==> src/rtl/riscv_rf_pkg.sv <==
// Shared defaults and helpers for the parametrised RISC-V register file.
package riscv_rf_pkg;

    localparam int RF_XLEN_DEF  = 32;
    localparam int RF_NREGS_DEF = 32;

    // Address width for a power-of-two register count; a 2-entry file still needs one bit.
    function automatic int rf_aw(input int nregs);
        return (nregs <= 2) ? 1 : $clog2(nregs);
    endfunction

endpackage

==> src/rtl/riscv_rf_rdport.sv <==
// One read port: predecode-gated address capture, write-first bypass, x0 override
// and an optional decode-stall-gated output register.
module riscv_rf_rdport #(
    parameter int XLEN     = 32,
    parameter int NREGS    = 32,
    parameter int AW       = 5,
    parameter int NWR      = 1,
    parameter int ZERO_REG = 1,
    parameter int BYPASS   = 1,
    parameter int REGOUT   = 0
) (
    input  logic                  clk,
    input  logic                  rst_n,
    input  logic                  pd_stall,
    input  logic                  id_stall,
    input  logic [AW-1:0]         src,
    input  logic [NREGS*XLEN-1:0] rf_flat,
    input  logic [NWR*AW-1:0]     dst,
    input  logic [NWR*XLEN-1:0]   dst_d,
    input  logic [NWR-1:0]        we,
    output logic [XLEN-1:0]       q
);

    logic [AW-1:0]   src_q;
    logic [XLEN-1:0] raw;
    logic [XLEN-1:0] q_reg;

    always_ff @(posedge clk or negedge rst_n) begin
        if (!rst_n) begin
            src_q <= '0;
        end else if (!pd_stall) begin
            src_q <= src;
        end
    end

    // Bypass is suppressed while reset is held so the output stays 0 throughout.
    always_comb begin
        raw = rf_flat[src_q*XLEN +: XLEN];
        if (BYPASS != 0 && rst_n) begin
            for (int w = 0; w < NWR; w++) begin
                if (we[w] && dst[w*AW +: AW] == src_q) begin
                    raw = dst_d[w*XLEN +: XLEN];
                end
            end
        end
        if (ZERO_REG != 0 && src_q == '0) begin
            raw = '0;
        end
    end

    always_ff @(posedge clk or negedge rst_n) begin
        if (!rst_n) begin
            q_reg <= '0;
        end else if (!id_stall) begin
            q_reg <= raw;
        end
    end

    assign q = (REGOUT != 0) ? q_reg : raw;

endmodule

==> src/rtl/riscv_rf_mp.sv <==
// Multi-port register file between decode (read) and writeback (write), with
// optional write-first bypass and registered read data.
module riscv_rf_mp
    import riscv_rf_pkg::*;
#(
    parameter int XLEN     = RF_XLEN_DEF,
    parameter int NREGS    = RF_NREGS_DEF,
    parameter int NRD      = 2,
    parameter int NWR      = 1,
    parameter int ZERO_REG = 1,
    parameter int BYPASS   = 1,
    parameter int REGOUT   = 0,
    parameter int AW       = rf_aw(NREGS)
) (
    input  logic                clk,
    input  logic                rst_n,
    input  logic                pd_stall_i,
    input  logic                id_stall_i,
    input  logic [NRD*AW-1:0]   rf_src_i,
    output logic [NRD*XLEN-1:0] rf_src_q_o,
    input  logic [NWR*AW-1:0]   rf_dst_i,
    input  logic [NWR*XLEN-1:0] rf_dst_d_i,
    input  logic [NWR-1:0]      rf_we_i
);

    logic [XLEN-1:0]       rf [NREGS];
    logic [NREGS*XLEN-1:0] rf_flat;

    // Ascending port order: the last non-blocking write lands, so the higher port wins.
    always_ff @(posedge clk or negedge rst_n) begin
        if (!rst_n) begin
            for (int i = 0; i < NREGS; i++) begin
                rf[i] <= '0;
            end
        end else begin
            for (int w = 0; w < NWR; w++) begin
                if (rf_we_i[w] && !(ZERO_REG != 0 && rf_dst_i[w*AW +: AW] == '0)) begin
                    rf[rf_dst_i[w*AW +: AW]] <= rf_dst_d_i[w*XLEN +: XLEN];
                end
            end
        end
    end

    for (genvar i = 0; i < NREGS; i++) begin : g_flat
        assign rf_flat[i*XLEN +: XLEN] = rf[i];
    end

    for (genvar r = 0; r < NRD; r++) begin : g_rd
        riscv_rf_rdport #(
            .XLEN     (XLEN),
            .NREGS    (NREGS),
            .AW       (AW),
            .NWR      (NWR),
            .ZERO_REG (ZERO_REG),
            .BYPASS   (BYPASS),
            .REGOUT   (REGOUT)
        ) u_rdport (
            .clk      (clk),
            .rst_n    (rst_n),
            .pd_stall (pd_stall_i),
            .id_stall (id_stall_i),
            .src      (rf_src_i[r*AW +: AW]),
            .rf_flat  (rf_flat),
            .dst      (rf_dst_i),
            .dst_d    (rf_dst_d_i),
            .we       (rf_we_i),
            .q        (rf_src_q_o[r*XLEN +: XLEN])
        );
    end

endmodule

==> config.mk <==
export PLATFORM = sky130hd
export DESIGN_NAME = riscv_rf_mp
export DESIGN_NICKNAME = d
export VERILOG_FILES = /design/src/rtl/riscv_rf_pkg.sv /design/src/rtl/riscv_rf_rdport.sv /design/src/rtl/riscv_rf_mp.sv
export SDC_FILE = /design/constraint.sdc
export NUM_CORES = 2
export LEC_CHECK = 0
export ABC_AREA = 1
export CORE_MARGIN = 4
export CORE_UTILIZATION = 30
export CTS_BUF_LIST = sky130_fd_sc_hd__clkbuf_8
export CTS_CLUSTER_DIAMETER = 50
export DETAILED_ROUTE_END_ITERATION = 7
export MAX_ROUTING_LAYER = met4
export PLACE_DENSITY_LB_ADDON = 0.12
export SYNTH_ARGS = -nofsm -noshare
export SYNTH_HDL_FRONTEND = slang
export SYNTH_SLANG_ARGS = --single-unit
export TNS_END_PERCENT = 10
==> constraint.sdc <==
create_clock -name clk -period 3.1 [get_ports clk]
set_input_delay 0.465 -clock clk [delete_from_list [all_inputs] [get_ports clk]]
set_output_delay 0.465 -clock clk [all_outputs]
set_load 0.1 [all_outputs]
# == Yosys cells after proc, flatten, opt, wreduce, memory -nomap -nowiden ==
# Index checks and enable logic that the tools add are counted.
# totals
register_bits,1034
latchBits,0
ram_bits,0
romBits,0
in_bits,52
output_inout_bits,64
word_cells,58
mem_count,0
# op_classes
n_addsub,0
mul,0
n_div,0
n_lt_le_gt_ge,2
eq_ne,2
n_shift,2
muxes,9
n_bitwise,1
reduce_logical,8
# ops
op,n
variable part select 1024 x 11 -> 32 bit,2
bitwise mux 1024 bit,1
2-to-1 mux 32 bit,7
demux 32 bit (select 5 bit),1
logical NOT 5 bit,3
equality test 5 bit,2
greater-or-equal comparator 6 bit (second input constant),1
less-than comparator 6 x 1 -> 1 bit (second input constant),1
inverter 5 -> 6 bit,1
logical AND 1 bit,4
logical NOT 1 bit,1

# == Logic depth before layout (Yosys ltp) ==
# logic_depth
ltp_word,6
depth_mapped,12
depth_no_buf,8

# == By module ==
# From an unflattened synthesis, not the netlist that was laid out.
# unflattened
hier_cells,10481
area_unflattened_um2,65217.5
# by_module_without_submodules
module,n_inst,cells_per_inst,area_per_inst_um2,seq_area_each_um2
riscv_rf_mp,1,4329,38729.6,25624.6
riscv_rf_rdport,2,3076,13244.0,125.1

# == Least setup slack after synthesis ==
# No wires, ideal clock.
# synth_path
kind,input to output
from,in rf_dst_i[3]
to,out rf_src_q_o[55]
arrival_time_ps,2988
t_required_ps,2635
setup_slack_ps,-353
stages,8
n_path_buf,2
cell_sequence,buf_2 > inv_1 > o22ai_1 > nor2_1 > nand3_1 > clkbuf_1 > o21ai_0 > a21oi_1
# synth_via
elab_chain_cells,5
# synth_rtl
item,line,source
"start, declared",riscv_rf_mp.sv:21,"input logic [NWR*AW-1:0] rf_dst_i,"
equality test 5 bit,riscv_rf_rdport.sv:41,if (we[w] && dst[w*AW +: AW] == src_q) begin
logical AND 1 bit,riscv_rf_rdport.sv:41,
2-to-1 mux 32 bit,riscv_rf_rdport.sv:41,
2-to-1 mux 32 bit,riscv_rf_rdport.sv:39,if (BYPASS != 0 && rst_n) begin
2-to-1 mux 32 bit,riscv_rf_rdport.sv:46,if (ZERO_REG != 0 && src_q == '0) begin
"end, declared",riscv_rf_mp.sv:20,"output logic [NRD*XLEN-1:0] rf_src_q_o,"
# No other way between the ends.

# == Worst setup path after layout ==
# layout_path
from,reg g_rd[0].u_rdport.src_q[0]
to,out rf_src_q_o[31]
# layout_via
elab_chain_cells,5
elab_cells_between_ends,7
classes_between,eq/ne (1); shift (1); mux (3); reduce/logical (2)
# layout_rtl
item,line,source
"start, declared",riscv_rf_rdport.sv:24,logic [AW-1:0] src_q;
"start signal, assigned",riscv_rf_rdport.sv:32,src_q <= src;
"parallel branches: the longest is 4 deep, another holds variable part select 1024 x 11 -> 32 bit",--,
2-to-1 mux 32 bit *,riscv_rf_rdport.sv:46,
# Mark *: on every way between the ends.

==> impl_summary.md <==
Run status
The flow ran to the end, but the final reports show violations. The final reports fail on negative setup slack.

Timing
At the pin with the least slew margin, the transition time is 0.889 ns. The count of final setup violators is 64. The final sum of negative setup slack is -25.71 ns. After layout, the worst setup slack is -0.470 ns. Setup repair after global routing could not meet its margin everywhere. Subtracting the final worst setup slack from the clock period gives 3.57 ns. Measured against its own limit, the worst slew margin works out to 0.407. In the finished design, the share of the clock period the worst path needs comes to 1.15. The maximum achievable frequency is 280 MHz. Across all hold checks on the routed design, the worst slack comes to 0.113 ns. Across the routed clock network, the largest skew measured is 0 ns. The final number of hold-violating endpoints is 0. The max-slew violation count is 0.

Hold path
In this run the worst hold path is classified as input pin to flip-flop. The number of cells on the worst hold path is 3. The worst hold endpoint is g_rd[0].u_rdport.src_q[3]$_DFFE_PN0N_. The startpoint identified for the worst hold timing path is rf_src_i[3].

Flow run
Max-cap violations in this run came to 0.

Placement
The number of buffers inserted by port buffering is approximately 110. The last weighted congestion value of the routability-driven placer is approximately 0.86. The HPWL after detailed placement is between 150000 and 200000 µm. Prior to clock tree synthesis, the placed netlist has a worst setup slack of -0.0910 ns.

Worst setup path
The number of cells on the worst reg-to-reg path is 4. The worst register-to-register path begins at g_rd[1].u_rdport.src_q[2]$_DFFE_PN0N_. Of all nets on the critical path, the largest fanout is 26. The critical path endpoint category is an output pin. The startpoint class of the critical path is a flip-flop.

For the worst setup path, the data arrival time is 3.11 ns. Setup slack on the worst reg-to-reg path comes out at 1.43 ns. The worst setup path category is flip-flop to output pin. The destination of the worst register-to-register timing path is g_rd[1].u_rdport.src_q[2]$_DFFE_PN0N_. Data on the critical path is required at its endpoint by roughly 2.6 ns.

Die
The die is approximately 460 µm wide. The die area is 0.207 mm². The core region is ~0.20 mm². The number of top-level pins is between 100 and 150. The die height is 455 µm. The initial utilization of the core area, before any placement, comes to 0.303. The floorplan has 163 rows.

Routing
The first-pass iteration count of the detailed router is 8. The residual antenna-violating net count after detailed routing is 0. In the routed layout, each cell is associated on average with a via count of around 5.3. The total length of routed wires is about 290000 µm. For this run, design rule violations remaining after detail routing come to 0.

The post-detailed-route wirelength per cell is 24.6 µm. The violation count after the first detailed-route iteration is 6428. For this block, the via count after detailed routing is 62200.

Global route
The total overflow left after global routing is 0. The largest net degree at the start of global routing is 137. The initial antenna violation count is 8. The global-route wire length before repair is 422000 µm. In the global route stage, overall resource usage came out at 0.284. The via count of the first global-routing pass was about 60000.

Yosys
The most common flop cell mapped by yosys is sky130_fd_sc_hd__dfrtp_1. Yosys printed 0 warnings. The post-synthesis async set-or-reset flop share is 1.00.

Summed over all instances, the cell type with the most area after synthesis is sky130_fd_sc_hd__dfrtp_1. Dividing the synthesized area by the synthesized cell count gives 6.66 µm². The number of different library cells used by synthesis comes to 22.

The portion of synthesized cell area occupied by the leading cell type is 0.431. Counting instances in the post-synthesis netlist gives the leading cell types as sky130_fd_sc_hd__nand2_1, sky130_fd_sc_hd__nand3_1, sky130_fd_sc_hd__dfrtp_1. Yosys attributes the largest share of cell area to sky130_fd_sc_hd__dfrtp_1, sky130_fd_sc_hd__nand2_1, sky130_fd_sc_hd__nand3_1, sky130_fd_sc_hd__o21ai_0, sky130_fd_sc_hd__inv_1.

The number of synthesized flops with an enable pin is 0. The post-synth design cell area is 0.0600 mm². In the post-synthesis netlist, the cell with the most instances is sky130_fd_sc_hd__nand2_1. The number of synthesized register bits is approximately 1000. Of the synthesized area, sequential elements account for 0.431. The number of nets in the synthesized netlist is 9056. Synthesis produced a netlist whose cell count is 9004.

Finish
The layout net count is 9056. Of the cells placed in the final design, the portion with a size suffix greater than 1 is 0.122. The post-route core utilization is 0.379. The area overhead of the layout relative to synthesis is 24.9%. After filler insertion, the fill cell instance count of the layout stands at 20700.

Clock network
The H-tree was split into 4 levels. In this run the clock root is driven by a sky130_fd_sc_hd__clkbuf_8. The buffer levels on the longest clock path is 3. After clock tree synthesis, the clock-pin slew on the worst setup and hold paths is 0.06 ns. The clock sink count is 1034. Clock tree synthesis inserted a total of 196 buffers. The later pin in the worst-skew pair is clocked with a latency of 0.91 ns.

TritonCTS built the clock tree.

Pwr
In this run the static leakage power is 37.1 nW. In this run the power density over the cells is approximately 630 mW/mm². VDD sags by at most between 0.4 and 0.5 mV.
==> area by class of cell <==
| class | count | area [µm²] | share of cell area |
|---|---|---|---|
| Antenna cell | 10 | 25.0 | 0.000334 |
| Clock buffer | 244 | 3360 | 0.0448 |
| Clock inverter | 101 | 667 | 0.00890 |
| Inverter | 1031 | 3970 | 0.0530 |
| Multi-Input combinational cell | 6194 | 29200 | 0.390 |
| Sequential cell | 1034 | 25900 | 0.346 |
| Tap cell | 2640 | 3300 | 0.0441 |
| Timing Repair Buffer | 542 | 8440 | 0.113 |
| Timing Repair inverter | 5 | 81.3 | 0.00108 |
==> kinds of logic (layout without fill, tap and decap cells) <==
group / after synthesis / in the layout / synth area share
AO/OA/AOI/OAI: 1202 / 1202 / 0.103
XOR/XNOR: 2 / 2 / 0.000292
buffers and inverters: 1776 / 1923 / 0.114
flip-flops: 1034 / 1034 / 0.431
other: 0 / 10 / 0
AND/OR/NAND/NOR: 4990 / 4990 / 0.352
==> flip-flops by register name (all words and copies together) (netlist names) <==
register             count
rf                    1024
g_rd.u_rdport.src_q     10
==> stage by stage <==
stage / cells / instance area [µm²] / power (mW)
2_1_floorplan: 9004 / 60000 / 26.2
3_3_place_gp: 11400 / 66900 / 31.3
3_5_place_dp: 11400 / 66900 / 31.5
4_1_cts: 11800 / 74200 / 47.0
5_1_grt: 11800 / 75000 / 49.7
6_report: 11800 / 75000 / 47.0
==> layer usage <==
metal	vias up	track usage	share of wire
li1	28700	-	-
met1	30000	0.371	0.43
met2	2860	0.442	0.45
met3	607	0.0411	0.072
met4	0	0.116	0.047
met5	-	-	0
==> placed cells by master (no fill, tap or decap), drive strengths merged, types with 2 or more instances in the layout <==
cell type	synthesis	routed
nand2	3070	3070
nand3	1834	1834
inv	1029	1096
o21ai	1056	1056
dfrtp	1034	1034
buf	200	471
clkbuf	545	249
a21oi	76	76
nor2	71	71
o211ai	64	64
clkdlybuf4s50	0	49
clkinv	2	27
bufbuf	0	16
nor3	14	14
diode	0	10
bufinv	0	8
clkinvlp	0	6
o22ai	5	5
xor2	2	2
==> worst max-delay path by stage <==
stage,depth (start not counted),startpoint,endpoint,slack [ns]
detailed placement,9,rf_dst_i[0],rf_src_q_o[13],-0.09
global route,10,g_rd[1].u_rdport.src_q[1]$_DFFE_PN0N_,rf_src_q_o[39],-0.60
floorplan,8,rf_dst_i[3],rf_src_q_o[55],-0.35
CTS,12,g_rd[0].u_rdport.src_q[0]$_DFFE_PN0N_,rf_src_q_o[26],-0.54
finish,12,g_rd[0].u_rdport.src_q[0]$_DFFE_PN0N_,rf_src_q_o[31],-0.47
global placement,9,rf_dst_i[0],rf_src_q_o[12],-0.13
==> worst max-delay path: stages, from the launching register on <==
cell	delay [ns]
sky130_fd_sc_hd__dfrtp_4	0.51
sky130_fd_sc_hd__buf_12	0.18
sky130_fd_sc_hd__buf_12	0.14
sky130_fd_sc_hd__buf_16	0.15
sky130_fd_sc_hd__buf_16	0.17
sky130_fd_sc_hd__nand2_1	0.08
sky130_fd_sc_hd__nand3_1	0.10
sky130_fd_sc_hd__nand3_2	0.11
sky130_fd_sc_hd__nand3_2	0.11
sky130_fd_sc_hd__nand3_4	0.13
sky130_fd_sc_hd__nand2_4	0.09
sky130_fd_sc_hd__a21oi_4	0.18
sky130_fd_sc_hd__buf_12	0.19
==> repair_timing <==
action / 4_1_cts / 5_1_grt
pin swaps: 80 / 56
resized for setup: 385 / 154
setup endpoints to repair: 64 / 64
endpoints found under the hold margin: 129 / 0
gates cloned: 45 / 7
buffers inserted: 39 / 2
hold buffers: 1 / 0
==> power breakdown <==
part / internal [mW] / leakage (nW) / switching, mW / total [mW]
combinational: 5.39 / 21.6 / 10.1 / 15.5
sequential: 16.0 / 13.2 / 1.25 / 17.3
clock: 7.70 / 2.30 / 6.53 / 14.2
Power figures use the tool's default switching activity.
